[src/rtl/exe_sequencer_pkg.sv]
// exe_sequencer_pkg: shared unit codes, data-move opcodes and sequencer states
package exe_sequencer_pkg;
  typedef enum logic [1:0] {
    UNIT_ALU = 2'b00,
    UNIT_BR  = 2'b01,
    UNIT_MOV = 2'b10,
    UNIT_ILL = 2'b11
  } unit_t;
  localparam logic [2:0] OP_SDW = 3'b000;
  localparam logic [2:0] OP_LDW = 3'b011;
  typedef enum logic [1:0] {
    IDLE     = 2'b00,
    EXEC     = 2'b01,
    MEM_WAIT = 2'b10,
    WB       = 2'b11
  } state_t;
endpackage

[src/rtl/exe_wait_timer.sv]
// exe_wait_timer: 8-bit wait-state counter with clear, enable and expired at MAX_WAIT
module exe_wait_timer #(
  parameter int MAX_WAIT = 16
) (
  input  logic clk,
  input  logic rst,
  input  logic clr,
  input  logic en,
  output logic expired
);
  logic [7:0] cnt;
  always_ff @(posedge clk) begin
    if (rst || clr) cnt <= '0;
    else if (en) cnt <= cnt + 8'd1;
  end
  assign expired = cnt == 8'(MAX_WAIT);
endmodule

[src/rtl/exe_sequencer.sv]
// exe_sequencer: execute-stage controller; EXE_PERF_CNT_EN adds retire/mem-stall counters
module exe_sequencer
  import exe_sequencer_pkg::*;
#(
  parameter int MAX_WAIT = 16,
  parameter int RD_W     = 5
) (
  input  logic            clk,
  input  logic            rst,
  input  logic            issue_valid,
  output logic            issue_ready,
  input  logic [1:0]      issue_unit,
  input  logic [2:0]      issue_opcode,
  input  logic [RD_W-1:0] issue_rd,
  output logic [2:0]      unit_opcode,
  output logic            alu_en,
  output logic            br_en,
  output logic            mov_en,
  input  logic [31:0]     alu_y,
  input  logic            br_taken,
  input  logic [31:0]     br_offset,
  output logic            mem_req,
  output logic            mem_we,
  input  logic            mem_ack,
  input  logic [31:0]     mem_rdata,
  output logic            wb_en,
  output logic [RD_W-1:0] wb_rd,
  output logic [31:0]     wb_data,
  output logic            redirect_valid,
  output logic [31:0]     redirect_pc,
  input  logic            flush,
`ifdef EXE_PERF_CNT_EN
  output logic [31:0]     perf_retired,
  output logic [31:0]     perf_mem_stall,
`endif
  output logic            err
);
  state_t state, next;
  unit_t unit_q;
  logic kill_q, accept, expired, mov_ok, is_ldw, tmo, wb_en_n, redir_n, err_n;
  exe_wait_timer #(.MAX_WAIT(MAX_WAIT)) u_timer (
    .clk(clk),
    .rst(rst),
    .clr(!(state == EXEC || state == MEM_WAIT)),
    .en(state == EXEC || state == MEM_WAIT),
    .expired(expired)
  );
  assign issue_ready = state == IDLE;
  assign accept = issue_valid && issue_ready;
  assign is_ldw = unit_opcode == OP_LDW;
  assign mov_ok = unit_opcode == OP_SDW || is_ldw;
  assign tmo = state == MEM_WAIT && expired && !mem_ack;
  always_comb begin
    next = state;
    case (state)
      IDLE:     next = accept && issue_unit != UNIT_ILL ? EXEC : IDLE;
      EXEC:     next = flush ? IDLE : unit_q != UNIT_MOV ? WB : mov_ok ? MEM_WAIT : IDLE;
      MEM_WAIT: next = mem_ack ? (kill_q || flush ? IDLE : WB) : expired ? IDLE : MEM_WAIT;
      default:  next = IDLE;
    endcase
    wb_en_n = next == WB && wb_rd != '0 && (unit_q == UNIT_ALU || (unit_q == UNIT_MOV && is_ldw));
    redir_n = next == WB && unit_q == UNIT_BR && br_taken;
    err_n = (accept && issue_unit == UNIT_ILL) || tmo ||
            (state == EXEC && !flush && unit_q == UNIT_MOV && !mov_ok);
  end
  always_ff @(posedge clk) begin
    if (rst) begin
      state          <= IDLE;
      unit_q         <= UNIT_ALU;
      kill_q         <= 1'b0;
      unit_opcode    <= '0;
      wb_rd          <= '0;
      alu_en         <= 1'b0;
      br_en          <= 1'b0;
      mov_en         <= 1'b0;
      mem_req        <= 1'b0;
      mem_we         <= 1'b0;
      wb_en          <= 1'b0;
      wb_data        <= '0;
      redirect_valid <= 1'b0;
      redirect_pc    <= '0;
      err            <= 1'b0;
    end else begin
      state <= next;
      if (accept) begin
        unit_q      <= unit_t'(issue_unit);
        unit_opcode <= issue_opcode;
        wb_rd       <= issue_rd;
      end
      kill_q         <= state == MEM_WAIT && next == MEM_WAIT && (kill_q || flush);
      alu_en         <= next == EXEC && issue_unit == UNIT_ALU;
      br_en          <= next == EXEC && issue_unit == UNIT_BR;
      mov_en         <= (next == EXEC && issue_unit == UNIT_MOV) || next == MEM_WAIT;
      mem_req        <= next == MEM_WAIT;
      mem_we         <= next == MEM_WAIT && unit_opcode == OP_SDW;
      wb_en          <= wb_en_n;
      redirect_valid <= redir_n;
      err            <= err_n;
      if (wb_en_n) wb_data <= state == EXEC ? alu_y : mem_rdata;
      if (redir_n) redirect_pc <= br_offset;
    end
  end
`ifdef EXE_PERF_CNT_EN
  always_ff @(posedge clk) begin
    if (rst) begin
      perf_retired   <= '0;
      perf_mem_stall <= '0;
    end else begin
      if (state == WB && !flush) perf_retired <= perf_retired + 32'd1;
      if (state == MEM_WAIT) perf_mem_stall <= perf_mem_stall + 32'd1;
    end
  end
`endif
endmodule

[config.mk]
export PLATFORM = sky130hd
export DESIGN_NAME = exe_sequencer
export DESIGN_NICKNAME = d
export VERILOG_FILES = /design/src/rtl/exe_sequencer_pkg.sv /design/src/rtl/exe_wait_timer.sv /design/src/rtl/exe_sequencer.sv
export SDC_FILE = /design/constraint.sdc
export NUM_CORES = 1
export LEC_CHECK = 0
export BUFFER_PORTS_ARGS = -buffer_cell sky130_fd_sc_hd__buf_4
export CAP_MARGIN = 20
export CORE_MARGIN = 10
export CORE_UTILIZATION = 35
export CTS_BUF_LIST = sky130_fd_sc_hd__clkbuf_8
export CTS_CLUSTER_DIAMETER = 40
export DETAILED_ROUTE_END_ITERATION = 10
export GPL_ROUTABILITY_DRIVEN = 0
export GPL_TIMING_DRIVEN = 0
export PLACE_DENSITY_LB_ADDON = 0.12
export SETUP_SLACK_MARGIN = 0.02
export SYNTH_ARGS = -nofsm -noshare
export SYNTH_HDL_FRONTEND = slang
export SYNTH_SLANG_ARGS = --single-unit
[constraint.sdc]
create_clock -name clk -period 2.3 [get_ports clk]
set_input_delay 0.23 -clock clk [delete_from_list [all_inputs] [get_ports clk]]
set_output_delay 0.23 -clock clk [all_outputs]
set_load 0.005 [all_outputs]
==> results of run 1 <==
-- kinds of logic (layout without fill, tap and decap cells) --
kind of cell               Yosys count  after routing  share of synthesized area [%]
muxes                               64             64                          15.55
DFF                                 93             93                          42.53
adders and majority gates            6              6                          1.715
and+or+nand+nor                    194            194                          25.32
buffers and inverters               52            264                          5.373
xor gates and xnor gates             7              7                          1.400
AOI/OAI and AO/OA                   53             53                          8.117
-- path summary, 6_finish.rpt --
check / from / to / cells after the start
max: u_timer.cnt[1]$_SDFFE_PP0N_ / mov_en$_SDFF_PP0_ / 9
min: issue_opcode[1] / unit_opcode[1]$_SDFFE_PP0N_ / 3
max reg2reg: u_timer.cnt[1]$_SDFFE_PP0N_ / mov_en$_SDFF_PP0_ / 9
min reg2reg: u_timer.cnt[0]$_SDFFE_PP0N_ / u_timer.cnt[0]$_SDFFE_PP0N_ / 1
-- stage by stage --
step | utilization (%) | instances
floorplan | - | 469
global placement | 49.78 | 829
CTS | 52.35 | 846
detailed placement | 49.78 | 829
global route | 53.19 | 849
finish | 53.19 | 849
-- routing by layer --
layer	track usage, %	part of all wire (%)	vias up
li1	-	-	2087
met1	18.28	43	1947
met2	25.48	47	159
met3	5.945	8.5	13
met4	4.944	1.2	0
met5	0	0	-
-- cell type report --
cell class,count,area [µm²]
inverter,10,37.54
buffer,42,260.3
clock inverter,5,123.9
clock buffer,10,137.6
timing repair buffer,197,1483
sequential,93,1864
tap,168,210.2
fill,1170,5669
multi-input combinational,324,2326
-- synth_stat cells, types with 2 or more instances --
cell and number:
xnor2_1 3, clkbuf_1 29, mux2_2 32, nor4_1 35, mux2i_1 32, a31oi_1 33, buf_2 5, nor2_1 13
xor2_1 4, ha_1 6, nand2_1 25, nor2b_1 2, inv_1 10, buf_1 3, buf_6 4, a21oi_1 13
nand4_1 2, nor3_1 35, a22oi_1 2, dfxtp_1 93, nand2b_1 66, nand3_1 5
-- repair_timing --
| item | CTS | global route |
|---|---|---|
| gates resized for setup | 11 | 31 |
| setup endpoints to repair | 63 | 63 |
| pin swaps | 1 | 4 |
| buffers inserted | 2 | 3 |
-- flip-flops by register name, summed over array words and instances (netlist names), 2 cells and up --
| register | flops |
|---|---|
| wb_data | 32 |
| state | 2 |
| unit_opcode | 3 |
| redirect_pc | 32 |
| unit_q | 2 |
| u_timer.cnt | 8 |
| wb_rd | 5 |
-- power breakdown --
| group | internal [mW] | leakage, nW | switching, mW |
|---|---|---|---|
| sequential | 1.65 | 0.753 | 0.0283 |
| combinational | 0.352 | 1.70 | 0.372 |
| clock | 0.853 | 0.134 | 0.570 |
-- worst register-to-register path, stage by stage (launching register included) --
cell and delay, ps:
dfxtp_2 350, inv_1 80, ha_1 150, nand4bb_1 190, o41ai_4 430, o311a_4 280
buf_8 130, buf_8 130, nand4b_1 120, a211oi_2 260
==> flow_summary.json, run 1 <==
{
  "status": "finished clean",
  "overflow": 0,
  "cp_max_fo": 10,
  "routed_wire_length_per_instance_um": 16.82,
  "synth_nets": 587,
  "power_density_nw_per_um2": 593.3,
  "grt_pass1_wl_um": 22580,
  "vias_per_cell": 4.954,
  "cp_common_cell": "buf_8",
  "synth_enable_flop_cells": 0,
  "yosys.area.top_type": "dfxtp_1",
  "dr.pass1.iters": 5,
  "min_period_ps": 2217,
  "pin_count": 193,
  "start_kind": "flop",
  "cts_buffers": 9,
  "netlist_area_um2": 4378,
  "synth_area_per_cell_um2": 9.335,
  "critPathSlowestCell": "o41ai_4",
  "arrival_ps": 2480,
  "worst_setup_path_end_kind": "flop",
  "wirelength_um": 14280,
  "total_power_mw": 3.822,
  "antenna_found_initial": 0,
  "leakagePower_nw": 2.583,
  "dpl_cell_area_um2": 6030,
  "num_rows": 40,
  "slew_headroom_pct": 55.03,
  "clock-sinks": 93,
  "cts.reportedPaths.clkPinSlew_ps": 90,
  "synthArstFlopShare_pct": 0,
  "worst_pin_slew_ps": 669.4,
  "die_area_um2": 17380,
  "final_cell_mix": "buf_4, dfxtp_1, nand2b_1",
  "final_nets": 795,
  "timing.hold.worst.class": "primary input to flop",
  "antenna_cells": 0,
  "grt_pass1_vias": 4356,
  "yosysSeqAreaShare_pct": 42.53,
  "drtAntennaViolNets": 0,
  "clockBufferDepth": 2,
  "grt_use_total_pct": 15.54,
  "crit_chain": "inv_1 > ha_1 > nand4bb_1 > o41ai_4 > o311a_4 > buf_8 > buf_8 > nand4b_1 > a211oi_2",
  "synth_top_area_share_pct": 42.53,
  "drv_cap": 0,
  "final_common_cell": "buf_4",
  "finalClockSkew_ps": 10.89,
  "cts_tree": "done",
  "yosysUniqueCellTypes": 39,
  "fin_ws_ps": 82.81,
  "grt_max_degree": 15,
  "die_x_um": 131.8,
  "fin_tns_setup_ps": 0,
  "start_util_pct": 36.15,
  "path_buf_inv": 3,
  "fin_area_um2": 6442,
  "ys_warn_count": 0,
  "hold_slack_ps": 106.8,
  "setup_viol": 0,
  "cpLargestDelayFamily": "compound AO/OA/AOI/OAI gates",
  "peakVddDrop_v": 0.0003570,
  "port_buffers": 192,
  "cp.required_ps": 2570,
  "path_class": "flop to flop",
  "timing.fmax_mhz": 451.0,
  "crit_path_max_incr_delay_ps": 430,
  "core_area_um2": 12110,
  "area_growth_pct": 47.16,
  "period_share_pct": 96.40,
  "r2r_slack_ps": 80,
  "htreeDepth": 3,
  "slew_viol_final": 0,
  "ctsHoldBuffers": 0,
  "die_h_um": 131.8,
  "drive_above_1_share_pct": 40.38,
  "synth-seq-cells": 93,
  "syn_inst": 469,
  "root_buffer": "clkbuf_8",
  "yosys-top-cells-area": "dfxtp_1, nand2b_1, mux2_2, mux2i_1, nor4_1",
  "place.detailed.hpwl_um": 11080,
  "drc": 0,
  "synth_ff_type": "dfxtp_1",
  "clock_latency_ps": 360,
  "hold_viol": 0,
  "pre_cts_ws_ps": -183.6,
  "via_count": 4206,
  "dr.first_iter.drc_count": 167
}
No activity file was read; power rests on OpenSTA's default activity.
==> run 2: changes to the inputs <==
- CELL_PAD_IN_SITES_DETAIL_PLACEMENT: unset -> 1
- CELL_PAD_IN_SITES_GLOBAL_PLACEMENT: unset -> 1
==> run 2 against run 1 <==
  * Largest power group unchanged
  * Clock power decreased by 27%
  * Sequential power about the same
  * Worst setup slack improved by 51 ps
==> flow_summary.json, run 2 (synthesis results as in run 1) <==
{
  "cts_tree": "done",
  "cp_max_fo": 8,
  "drv_cap": 0,
  "die_x_um": 131.8,
  "path_class": "flop to flop",
  "grt_use_total_pct": 17.27,
  "final_cell_mix": "buf_4, dfxtp_1, nand2b_1",
  "path_depth": 10,
  "status": "finished clean",
  "crit_chain": "inv_2 > ha_4 > nand4bb_4 > o41ai_4 > o311a_4 > buf_4 > nor4_4 > buf_6 > buf_12 > mux2i_2",
  "port_buffers": 192,
  "num_rows": 40,
  "slew_viol_final": 0,
  "timing.hold.worst.class": "primary input to flop",
  "rsz0062_at_grt": "false",
  "slew_headroom_pct": 55.46,
  "cp.required_ps": 2590,
  "grt_pass1_vias": 4754,
  "timing.fmax_mhz": 461.6,
  "dr.pass1.iters": 4,
  "power_density_nw_per_um2": 533.0,
  "dpl_cell_area_um2": 6030,
  "pin_count": 193,
  "critPathSlowestCell": "o41ai_4",
  "overflow": 0,
  "htreeDepth": 3,
  "drtAntennaViolNets": 0,
  "min_period_ps": 2166,
  "grt_use_met2_pct": 30.43,
  "drc": 0,
  "final_core_util_pct": 53.94,
  "core_area_um2": 12110,
  "worst_pin_slew_ps": 663.0,
  "period_share_pct": 94.19,
  "met3_usage_pct": 5.640,
  "routed_wire_length_per_instance_um": 18.60,
  "die_h_um": 131.8,
  "total_power_mw": 3.482,
  "area_growth_pct": 49.21,
  "top_usage_layer": "met2",
  "fill_cells": 1448,
  "worst_setup_path_end_kind": "flop",
  "leakagePower_nw": 2.602,
  "start_kind": "flop",
  "pre_cts_ws_ps": -254.3,
  "ff2ff_path_depth": 10,
  "finalClockSkew_ps": 12.84,
  "use_met1_pct": 19.27,
  "fin_ws_ps": 133.5,
  "antenna_cells": 0,
  "clock-sinks": 93,
  "grt_max_degree": 17,
  "die_area_um2": 17380,
  "start_util_pct": 36.15,
  "cts.reportedPaths.clkPinSlew_ps": 100,
  "antenna_found_initial": 0,
  "peakVddDrop_v": 0.0003272,
  "wirelength_um": 15940,
  "crit_path_max_incr_delay_ps": 460,
  "clockBufferDepth": 2,
  "cpLargestDelayFamily": "compound AO/OA/AOI/OAI gates",
  "root_buffer": "clkbuf_8",
  "fin_area_um2": 6533,
  "setup_viol": 0,
  "dr.first_iter.drc_count": 182,
  "grt_pass1_wl_um": 24890,
  "path_buf_inv": 4,
  "min_path_cells": 3,
  "hold_viol": 0,
  "drive_above_1_share_pct": 43.25,
  "vias_per_cell": 4.970,
  "arrival_ps": 2450,
  "clock_latency_ps": 370,
  "cts_buffers": 9,
  "via_count": 4259,
  "final_nets": 802,
  "place.detailed.hpwl_um": 12320,
  "reg_top3": "redirect_pc (32), wb_data (32), u_timer.cnt (8)",
  "final_common_cell": "buf_4"
}
## run 2: power by group
| group | total, mW | internal [mW] | switching (mW) |
|---|---|---|---|
| logic | 0.760 | 0.368 | 0.392 |
| clock network | 1.04 | 0.428 | 0.617 |
| registers | 1.68 | 1.65 | 0.0292 |
## run 2: tightest hold or removal path, stage by stage
cell     delay (ps)
buf_4           110
nand2_1          50
a21oi_1          50
## run 2: timing repair
item	4_1_cts	5_1_grt
hold buffers	0	0
pin swaps	1	8
cloned	0	3
setup endpoints to repair	63	62
buffers inserted	2	7
resized for setup	17	44
## run 2: final cells by class
type	count	area, µm²	area share (%)
multi-input cells	324	2371	36.30
clock buffers	10	137.6	2.107
plain buffers	42	270.3	4.137
inverters	10	37.54	0.5746
well taps	168	210.2	3.218
repair buffers	204	1588	24.31
clock inverters	6	47.55	0.7278
flip-flops and latches	93	1871	28.63
## run 2: layer usage
layer  vias up  routed length (µm)
met5         -                   0
li1       2104                   -
met4         0                 214
met2       128                8083
met1      2012                6669
met3        15                 975
## run 2: worst paths after layout
path | to | from | slack [ps]
worst min register to register | u_timer.cnt[0]$_SDFFE_PP0N_ | u_timer.cnt[0]$_SDFFE_PP0N_ | 460
worst max-delay path | redirect_pc[0]$_SDFFE_PP0P_ | u_timer.cnt[0]$_SDFFE_PP0N_ | 130
worst max register to register | redirect_pc[0]$_SDFFE_PP0P_ | u_timer.cnt[0]$_SDFFE_PP0N_ | 130
worst min-delay path | unit_opcode[0]$_SDFFE_PP0N_ | issue_opcode[0] | 100
## run 2: stage by stage
stage	instances	TNS (ps)	hold slack (ps)
2_1_floorplan	469	0	366.0
3_3_place_gp	829	-4071	459.1
3_5_place_dp	829	-9269	466.0
4_1_cts	847	0	89.72
5_1_grt	857	0	87.87
6_report	857	0	102.5
